<file path="config.mk">
export PLATFORM = sky130hd
export DESIGN_NAME = wb_testing_slave_flat
export DESIGN_NICKNAME = d
export VERILOG_FILES = /design/src/rtl/wb_pkg.sv /design/src/rtl/wb_testing_slave_if.sv /design/src/rtl/wb_slave_regbank.sv /design/src/rtl/wb_testing_slave.sv /design/src/flat_wrapper.sv
export SDC_FILE = /design/constraint.sdc
export NUM_CORES = 1
export LEC_CHECK = 0
export ABC_AREA = 1
export CAP_MARGIN = 20
export CORE_AREA = 10 10 166 168
export CTS_CLUSTER_SIZE = 30
export DETAILED_ROUTE_END_ITERATION = 8
export DIE_AREA = 0 0 176 178
export PLACE_DENSITY_LB_ADDON = 0.12
export SYNTH_ARGS = -nofsm -noshare
export SYNTH_HDL_FRONTEND = slang
export SYNTH_SLANG_ARGS = --single-unit
</file>
<file path="constraint.sdc">
create_clock -name wb_clk -period 17 [get_ports wb_clk]
set_input_delay 2.55 -clock wb_clk [delete_from_list [all_inputs] [get_ports wb_clk]]
set_output_delay 2.55 -clock wb_clk [all_outputs]
set_load 0.02 [all_outputs]
</file>
<file path="src/rtl/wb_pkg.sv">
// Shared Wishbone B4 definitions for the scratch-register slave.
// Holds bus widths, CTI/BTE encodings, the response FSM state type and
// a helper that classifies a cycle type as a burst continuation.
package wb_pkg;

    localparam int unsigned WbDataW = 32;
    localparam int unsigned WbAdrW  = 32;
    localparam int unsigned WbSelW  = WbDataW / 8;

    // Cycle type identifiers
    localparam logic [2:0] CtiClassic = 3'b000;
    localparam logic [2:0] CtiConst   = 3'b001;
    localparam logic [2:0] CtiIncr    = 3'b010;
    localparam logic [2:0] CtiEob     = 3'b111;

    // Burst type extensions (accepted but not interpreted)
    localparam logic [1:0] BteLinear = 2'b00;
    localparam logic [1:0] BteWrap4  = 2'b01;
    localparam logic [1:0] BteWrap8  = 2'b10;
    localparam logic [1:0] BteWrap16 = 2'b11;

    // StIdle : no response on the bus
    // StResp : single-cycle ack or err on the bus, no beat may be accepted
    // StBurst: ack on the bus and the beat it answers asked to continue
    typedef enum logic [1:0] {
        StIdle,
        StResp,
        StBurst
    } wb_state_e;

    function automatic logic is_burst_cti(logic [2:0] cti);
        return (cti == CtiConst) || (cti == CtiIncr);
    endfunction

endpackage

</file>
<file path="src/rtl/wb_testing_slave_if.sv">
// Wishbone B4 bus bundle between one master and the scratch-register slave.
// Signal names follow the slave's point of view (_i into slave, _o out of it).
// Modports: master drives requests, slave drives responses.
interface wb_testing_slave_if;
    import wb_pkg::*;

    logic [WbAdrW-1:0]  wb_adr_i;
    logic [WbDataW-1:0] wb_dat_i;
    logic [WbSelW-1:0]  wb_sel_i;
    logic               wb_we_i;
    logic               wb_cyc_i;
    logic               wb_stb_i;
    logic [2:0]         wb_cti_i;
    logic [1:0]         wb_bte_i;
    logic [WbDataW-1:0] wb_dat_o;
    logic               wb_ack_o;
    logic               wb_err_o;
    logic               wb_rty_o;

    modport master (
        output wb_adr_i, wb_dat_i, wb_sel_i, wb_we_i, wb_cyc_i, wb_stb_i, wb_cti_i, wb_bte_i,
        input  wb_dat_o, wb_ack_o, wb_err_o, wb_rty_o
    );

    modport slave (
        input  wb_adr_i, wb_dat_i, wb_sel_i, wb_we_i, wb_cyc_i, wb_stb_i, wb_cti_i, wb_bte_i,
        output wb_dat_o, wb_ack_o, wb_err_o, wb_rty_o
    );

endinterface

</file>
<file path="src/rtl/wb_slave_regbank.sv">
// Bank of NUM_REGS 32-bit scratch registers with byte-enable writes.
// Ports:
//   clk_i    clock (rising edge)
//   rst_i    asynchronous active-high reset, clears every register
//   we_i     write strobe for the addressed register
//   idx_i    register index for both write and read
//   sel_i    byte enables for the write
//   wdata_i  write data
//   rdata_o  combinational read of regs[idx_i]
module wb_slave_regbank
    import wb_pkg::*;
#(
    parameter int unsigned NUM_REGS = 8,
    parameter int unsigned IdxW     = $clog2(NUM_REGS)
) (
    input  logic               clk_i,
    input  logic               rst_i,
    input  logic               we_i,
    input  logic [IdxW-1:0]    idx_i,
    input  logic [WbSelW-1:0]  sel_i,
    input  logic [WbDataW-1:0] wdata_i,
    output logic [WbDataW-1:0] rdata_o
);

    logic [WbDataW-1:0] regs_q [NUM_REGS];

    always_ff @(posedge clk_i or posedge rst_i) begin
        if (rst_i) begin
            for (int i = 0; i < int'(NUM_REGS); i++) begin
                regs_q[i] <= '0;
            end
        end else if (we_i) begin
            for (int b = 0; b < int'(WbSelW); b++) begin
                if (sel_i[b]) begin
                    regs_q[idx_i][8*b +: 8] <= wdata_i[8*b +: 8];
                end
            end
        end
    end

    assign rdata_o = regs_q[idx_i];

endmodule

</file>
<file path="src/rtl/wb_testing_slave.sv">
// Wishbone B4 slave with a small bank of read/write scratch registers.
// Supports classic cycles and registered-feedback constant/incrementing
// bursts (one beat per cycle); bad addresses terminate with err.
// Ports:
//   wb_clk  bus clock (rising edge)
//   wb_rst  asynchronous active-high reset
//   wb      slave side of the Wishbone bundle
module wb_testing_slave
    import wb_pkg::*;
#(
    parameter int unsigned NUM_REGS    = 8,
    parameter int unsigned WINDOW_BITS = 12
) (
    input  logic                 wb_clk,
    input  logic                 wb_rst,
    wb_testing_slave_if.slave    wb
);

    localparam int unsigned IdxW = $clog2(NUM_REGS);

    wb_state_e          state_q, state_d;
    logic               ack_q, ack_d;
    logic               err_q, err_d;
    logic [WbDataW-1:0] dat_q, dat_d;

    logic               req;
    logic               accept;
    logic               bad_adr;
    logic               reg_we;
    logic [IdxW-1:0]    idx;
    logic [WbDataW-1:0] rdata;

    assign req = wb.wb_cyc_i & wb.wb_stb_i;
    assign idx = wb.wb_adr_i[IdxW+1:2];

    // Address bits above the register index but inside the window must be
    // zero; bits at or above the window belong to the interconnect decode.
    assign bad_adr = (wb.wb_adr_i[1:0] != 2'b00) ||
                     (wb.wb_adr_i[WINDOW_BITS-1:IdxW+2] != '0);

    // A new beat fits when nothing is on the bus, or when the ack on the bus
    // answers a beat that asked to continue the burst.
    assign accept = req && ((state_q == StIdle) || (state_q == StBurst));

    always_comb begin
        state_d = StIdle;
        ack_d   = 1'b0;
        err_d   = 1'b0;
        dat_d   = dat_q;
        reg_we  = 1'b0;
        if (accept) begin
            if (bad_adr) begin
                err_d   = 1'b1;
                state_d = StResp;
            end else begin
                ack_d   = 1'b1;
                reg_we  = wb.wb_we_i;
                state_d = is_burst_cti(wb.wb_cti_i) ? StBurst : StResp;
                if (!wb.wb_we_i) begin
                    dat_d = rdata;
                end
            end
        end
    end

    always_ff @(posedge wb_clk or posedge wb_rst) begin
        if (wb_rst) begin
            state_q <= StIdle;
            ack_q   <= 1'b0;
            err_q   <= 1'b0;
            dat_q   <= '0;
        end else begin
            state_q <= state_d;
            ack_q   <= ack_d;
            err_q   <= err_d;
            dat_q   <= dat_d;
        end
    end

    wb_slave_regbank #(
        .NUM_REGS (NUM_REGS)
    ) u_regbank (
        .clk_i   (wb_clk),
        .rst_i   (wb_rst),
        .we_i    (reg_we),
        .idx_i   (idx),
        .sel_i   (wb.wb_sel_i),
        .wdata_i (wb.wb_dat_i),
        .rdata_o (rdata)
    );

    assign wb.wb_dat_o = dat_q;
    assign wb.wb_ack_o = ack_q;
    assign wb.wb_err_o = err_q;
    assign wb.wb_rty_o = 1'b0;

    // Burst type and out-of-window address bits are intentionally not used.
    logic unused_bits;
    assign unused_bits = ^{wb.wb_bte_i, wb.wb_adr_i[WbAdrW-1:WINDOW_BITS]};

endmodule

</file>
<file path="src/flat_wrapper.sv">
// flat-port wrapper written by rule: the top's interface ports become plain ports
module wb_testing_slave_flat import wb_pkg::*;
#(
    parameter int unsigned NUM_REGS    = 8,
    parameter int unsigned WINDOW_BITS = 12
)
  (wb_clk, wb_rst, wb_wb_adr_i, wb_wb_dat_i, wb_wb_sel_i, wb_wb_we_i, wb_wb_cyc_i, wb_wb_stb_i, wb_wb_cti_i, wb_wb_bte_i, wb_wb_dat_o, wb_wb_ack_o, wb_wb_err_o, wb_wb_rty_o);
  wb_testing_slave_if wb_i ();
  input  logic wb_clk;
  input  logic wb_rst;
  input wire logic [$bits(wb_i.wb_adr_i)-1:0] wb_wb_adr_i;
  input wire logic [$bits(wb_i.wb_dat_i)-1:0] wb_wb_dat_i;
  input wire logic [$bits(wb_i.wb_sel_i)-1:0] wb_wb_sel_i;
  input wire logic [$bits(wb_i.wb_we_i)-1:0] wb_wb_we_i;
  input wire logic [$bits(wb_i.wb_cyc_i)-1:0] wb_wb_cyc_i;
  input wire logic [$bits(wb_i.wb_stb_i)-1:0] wb_wb_stb_i;
  input wire logic [$bits(wb_i.wb_cti_i)-1:0] wb_wb_cti_i;
  input wire logic [$bits(wb_i.wb_bte_i)-1:0] wb_wb_bte_i;
  output wire logic [$bits(wb_i.wb_dat_o)-1:0] wb_wb_dat_o;
  output wire logic [$bits(wb_i.wb_ack_o)-1:0] wb_wb_ack_o;
  output wire logic [$bits(wb_i.wb_err_o)-1:0] wb_wb_err_o;
  output wire logic [$bits(wb_i.wb_rty_o)-1:0] wb_wb_rty_o;
  assign wb_i.wb_adr_i = wb_wb_adr_i;
  assign wb_i.wb_dat_i = wb_wb_dat_i;
  assign wb_i.wb_sel_i = wb_wb_sel_i;
  assign wb_i.wb_we_i = wb_wb_we_i;
  assign wb_i.wb_cyc_i = wb_wb_cyc_i;
  assign wb_i.wb_stb_i = wb_wb_stb_i;
  assign wb_i.wb_cti_i = wb_wb_cti_i;
  assign wb_i.wb_bte_i = wb_wb_bte_i;
  assign wb_wb_dat_o = wb_i.wb_dat_o;
  assign wb_wb_ack_o = wb_i.wb_ack_o;
  assign wb_wb_err_o = wb_i.wb_err_o;
  assign wb_wb_rty_o = wb_i.wb_rty_o;
  wb_testing_slave #(.NUM_REGS(NUM_REGS), .WINDOW_BITS(WINDOW_BITS)) u_core (.wb_clk(wb_clk), .wb_rst(wb_rst), .wb(wb_i));
endmodule
</file>
==> flow_summary.toml, run 1 <==
[global_route]
antenna_found_initial = 0
grt_pass1_vias = 13520
grt_usage = 0.2739
grt_max_degree = 258
grt-ovfl-total = 0
grt_pass1_wl_microns = 70950

[critical_path]
arrival_ps = 6380
critPathCaptureType = "flip-flop"
cp_slowest_cell = "nand3_2"
critPathTopFamily = "buffers and inverters"
crit_required_ps = 17500
r2r_cells = 7
cp_num_cells = 10
cpPeakStageDelay_ps = 970
path_class = "primary input to flip-flop"
ff2ff_setup_slack_ps = 14150
worstPathCellList = "clkdlybuf4s50_1 > nor2_1 > nand3_1 > nor2_4 > buf_4 > nand3_2 > inv_1 > buf_4 > nand2_1 > nand2_1"
critPathBufInv = 4
crit_path_start_kind = "primary input"
worstPathMaxFanout = 35

[sta]
fin_skew_ps = 7.265
worst_pin_slew_ps = 1423
finalWorstSetupSlack_ps = 11120
max_slew_margin = 0.05120
grt_setup_unrepaired = "no"
setup_viol_count_final = 0
finalSetupTns_ps = 0
finalHoldViolations = 0
fin_crit_ps = 5877
maxSlewViolCount = 0
post-route-period-util = 0.3457
max_clock_freq_ghz = 0.1702

[run]
maxCapViolCount = 0

[placed_design]
io_buffers = 89
gp_congestion = 0.8168
dp_slack_ps = 10530
hpwl_microns = 23990

[logic_synthesis]
synth_top_cell_area_share = 0.4743
syn_avg_cell_area_sq_um = 7.374
synthFlopType = "dfrtp_1"
ys_seq_elements = 291
synth_commonest_cells = "1282 x nand2_1, 291 x dfrtp_1, 256 x nand4_1, 82 x clkbuf_1, 56 x buf_2"
ys_seq_area_frac = 0.4743
synth_cells = 2082
async_reset_ff_frac = 1.000
netlist_area_sq_um = 15350
ys_warn_count = 0
synth_cell_type_count = 21
synthesis.nets = 2160
yosysMostFrequentCell = "nand2_1"
synth_area_leaders = "dfrtp_1 47%, nand2_1 31%, nand4_1 10%"
yosysTopAreaCell = "dfrtp_1"
synth_edf_count = 0

[floorplan]
initial_core_util = 0.6369
rows = 57
ios = 113
die_h_microns = 178
core_sq_um = 24110
dieArea_sq_um = 31330
fp.dieW_microns = 176

[drt]
drt_pass1_iterations = 7
wirelength_microns = 43290
first_iter_violations = 2010
vias = 14380
ant_nets = 0
wl_per_cell_microns = 18.00
drc = 0
viasPerCell = 5.980

[power]
pwr_density_cell_nw_per_um2 = 86.80
combPwrFrac = 0.062
irDropWorstVdd_uv = 76.80
switching_power_uw = 358.5
p_total_mw = 1.488
p_clk_frac = 0.472
seqPwrFrac = 0.466
p_int_mw = 1.130
p_leak_nw = 9.609
switching_share = 0.2409

[cells_and_area]
final_nets = 2137
fin_util = 0.7113
fillCellCount = 1988
synthToLayoutAreaGrowth_pct = 11.69
antenna_cells = 0
drive_gt1_frac = 0.07064

[cts]
postCtsSetupBuffers = 0
cts_buffer_depth = 3
postCtsHoldBufs = 0
clk_latency_ps = 570
clkTransAtPathRegs_ps = 60
tritoncts = "yes"
numCtsBuffers = 31
root_buffer = "clkbuf_16"
cts_sinks = 291
htreeDepth = 1
cts_resized = 0

[run_status]
status = "finished clean"

[worst_hold_path]
whs_path_depth = 2
min_path_type = "flip-flop to flip-flop"
## stage by stage
stage          std cells  area, sq um  hold WS, ps
2_1_floorplan       2082        15350        449.7
3_3_place_gp        2350        16090        461.1
3_5_place_dp        2350        16090        464.7
4_1_cts             2405        17150        481.4
5_1_grt             2405        17150        490.5
6_report            2405        17150        475.5
## cells in the final DEF (no fill, tap or decap)
cell             count
dfrtp_1            291
clkbuf_8            10
buf_12               2
nand4_1            256
clkbuf_16           31
clkbuf_1             5
nand3b_4             1
bufinv_16            3
nor2_4               8
o211ai_1             1
nor2_2              25
clkinv_2             4
clkdlybuf4s50_1     85
clkinvlp_4           2
nand3_2              7
nor3_4               1
inv_2                7
conb_1               1
nand3_1              3
a21oi_1              1
nor2_1               5
buf_2                2
buf_8                1
nand4_4             16
buf_4                9
inv_8                1
inv_6                1
nand2_1           1282
nand4_2             16
inv_1                4
## power by group through the flow
stage | combinational [mW] | clock (mW) | sequential, mW
floorplan | 0.0573 | 0 | 0.707
global placement | 0.0907 | 0 | 0.706
global route | 0.0978 | 0.738 | 0.693
finish | 0.0929 | 0.702 | 0.694
CTS | 0.0912 | 0.706 | 0.693
detailed placement | 0.0910 | 0 | 0.706
## cell families (layout without fill, tap and decap cells)
family / Yosys count / in the layout / synth area share
buffers and inverters: 168 / 167 / 0.04686
AND/OR/NAND/NOR: 1620 / 1620 / 0.4778
other: 1 / 1 / 0.0002443
flip-flops: 291 / 291 / 0.4743
AO/OA/AOI/OAI: 2 / 2 / 0.0008149
## metal layers
layer / track usage / share of wire / up-vias
met3: 0.05159 / 0.092 / 81
met5: 0 / 0 / -
met2: 0.4345 / 0.47 / 666
li1: - / - / 6717
met4: 0.09043 / 0.023 / 0
met1: 0.3732 / 0.42 / 6918
## registers in the layout, summed over array words and instances, names as in the netlist
signal,cells
u_core.u_regbank.regs_q,256
u_core.wb.wb_dat_o,32
u_core.state_q,1
u_core.wb.wb_ack_o,1
u_core.wb.wb_err_o,1
## final timing paths
check	startpoint	to
min in group asynchronous	wb_rst	u_core.wb.wb_dat_o[3]
max in group asynchronous	wb_rst	u_core.wb.wb_dat_o[25]
worst max register to register	u_core.state_q[0]	u_core.wb.wb_dat_o[24]
worst min-delay path	u_core.wb.wb_dat_o[3]	u_core.wb.wb_dat_o[3]
worst max-delay path	wb_wb_adr_i[1]	u_core.wb.wb_dat_o[24]
worst min register to register	u_core.wb.wb_dat_o[3]	u_core.wb.wb_dat_o[3]
## cell type report
cell class | count | area [sq um] | area share
Tap cell | 324 | 405.4 | 0.02364
Multi-Input combinational cell | 1623 | 7357 | 0.4291
Timing Repair Buffer | 99 | 983.4 | 0.05736
Clock buffer | 46 | 932.1 | 0.05436
Inverter | 13 | 61.31 | 0.003576
Sequential cell | 291 | 7282 | 0.4247
Clock inverter | 9 | 125.1 | 0.007297
## worst register-to-register path, stage by stage (launching register included)
cell	delay (ps)
dfrtp_1	360
nand3b_4	220
inv_2	110
nand3_2	740
inv_1	710
buf_4	440
nand2_1	120
nand2_1	80
No activity file was read; power rests on OpenSTA's default activity.
==> run 2: changes to the inputs <==
CORE_AREA = 10 10 180 182   (was 10 10 166 168)
DIE_AREA = 0 0 190 192   (was 0 0 176 178)
clock period = 4.7 ns   (was 17 ns; I/O delays follow)
==> flow_summary.toml, run 2 (synthesis results as in run 1) <==
[cells_and_area]
final_cell_mix = "1282 x nand2_1, 291 x dfrtp_1, 256 x nand4_1, 85 x clkdlybuf4s50_1, 31 x clkbuf_16"
postLayoutCellArea_sq_um = 17340
fillCellCount = 2625
synthToLayoutAreaGrowth_pct = 12.97
final_nets = 2145
drive_gt1_frac = 0.07512
antenna_cells = 0
top_register = "u_core.u_regbank.regs_q"
largest_reg_flops = 256
layout_commonest_cell = "nand2_1"

[critical_path]
rr_startpoint = "u_core.state_q[0]"
critPathCaptureType = "flip-flop"
arrival_ps = 3330
r2r_cells = 6
rr_endpoint = "u_core.u_regbank.regs_q[153]"
ff2ff_setup_slack_ps = 2500
path_class = "primary input to flip-flop"
crit_required_ps = 5150
worstPathMaxFanout = 39
crit_start = "wb_wb_adr_i[2]"
crit_path_start_kind = "primary input"

[power]
p_leak_nw = 9.678
pwr_density_cell_nw_per_um2 = 314.7
irDropWorstVdd_uv = 236.6

[drt]
ant_nets = 0
vias = 14210
first_iter_violations = 1633
wl_per_cell_microns = 18.49
drc = 0
viasPerCell = 5.742
wirelength_microns = 45750
drt_pass1_iterations = 7

[global_route]
grt_pass1_wl_microns = 74580
grt-ovfl-total = 0
grt_max_degree = 167
grt_usage = 0.2493
antenna_found_initial = 0
grt_pass1_vias = 13610

[sta]
grt_setup_unrepaired = "no"
finalWorstSetupSlack_ps = 1815
post-route-period-util = 0.6138
max_clock_freq_ghz = 0.3466
max_slew_margin = 0.2564
worst_pin_slew_ps = 1115
finalHoldViolations = 0
finalSetupTns_ps = 0
maxSlewViolCount = 0
setup_viol_count_final = 0
whs_ps = 474.4
fin_crit_ps = 2885
fin_skew_ps = 12.44

[placed_design]
dpl_cell_area_sq_um = 16260
io_buffers = 89
hpwl_microns = 25970
gp_congestion = 0.8284
dp_slack_ps = 1370

[run]
maxCapViolCount = 0

[floorplan]
dieArea_sq_um = 36480
ios = 113
rows = 62
core_sq_um = 28630
fp.dieW_microns = 190
initial_core_util = 0.5363
die_h_microns = 192

[cts]
htreeDepth = 1
tritoncts = "yes"
clkTransAtPathRegs_ps = 60
cts_buffer_depth = 3
postCtsSetupBuffers = 0
cts_sinks = 291
root_buffer = "clkbuf_16"
cts_resized = 0
numCtsBuffers = 31
postCtsHoldBufs = 0
clk_latency_ps = 570

[worst_hold_path]
whs_endpoint = "u_core.wb.wb_dat_o[10]"
whs_path_depth = 2
min_path_type = "flip-flop to flip-flop"
holdCritStartpoint = "u_core.wb.wb_dat_o[10]"

[run_status]
status = "finished clean"
[run 2: changes by cell type in the layout (fill, tap and decap cells not counted), sizes merged]
cell / previous run / this run
buf: 14 / 22
bufinv: 3 / 4
clkbuf: 46 / 45
clkinv: 4 / 6
clkinvlp: 2 / 1
[run 2: where the power goes]
part           switching, mW  internal, mW
clock                   1.02          1.58
combinational          0.287        0.0631
sequential          0.000982          2.51
total                   1.31          4.15
[run 2: through the flow]
step	instances	utilization	total power, mW
5_1_grt	2474	0.6059	5.624
3_5_place_dp	2418	0.5679	2.901
4_1_cts	2474	0.6059	5.493
3_3_place_gp	2418	0.5679	2.899
6_report	2474	0.6059	5.458
2_1_floorplan	2082	-	2.764
[run 2: area by class of cell]
cell class	count	area (sq um)	share of cell area
clock buffers	45	928.4	0.05353
clock inverters	11	158.9	0.009162
inverters	13	55.05	0.003174
multi-input cells	1623	7357	0.4242
flip-flops and latches	291	7282	0.4199
well taps	384	480.5	0.02770
repair buffers	107	1081	0.06233
[run 2: how the worst max path moves through the flow]
stage / endpoint / cells after the start
floorplan: u_core.state_q[0] / 1
global placement: u_core.u_regbank.regs_q[79] / 7
detailed placement: u_core.u_regbank.regs_q[77] / 7
CTS: u_core.u_regbank.regs_q[78] / 7
global route: u_core.u_regbank.regs_q[72] / 7
finish: u_core.u_regbank.regs_q[78] / 7
[run 2: worst max-delay path, cell delays in order]
cell	delay, ps
buf_4	380
buf_4	540
nand3_1	530
nor2_2	580
nand4_2	350
nand2_1	160
nand2_1	70
[run 2: metal layers]
layer / track usage / up-vias / share of wire
met3: 0.03210 / 79 / 0.072
met1: 0.3440 / 6840 / 0.44
met4: 0.06593 / 0 / 0.024
met5: 0 / - / 0
li1: - / 6726 / -
met2: 0.4058 / 561 / 0.47
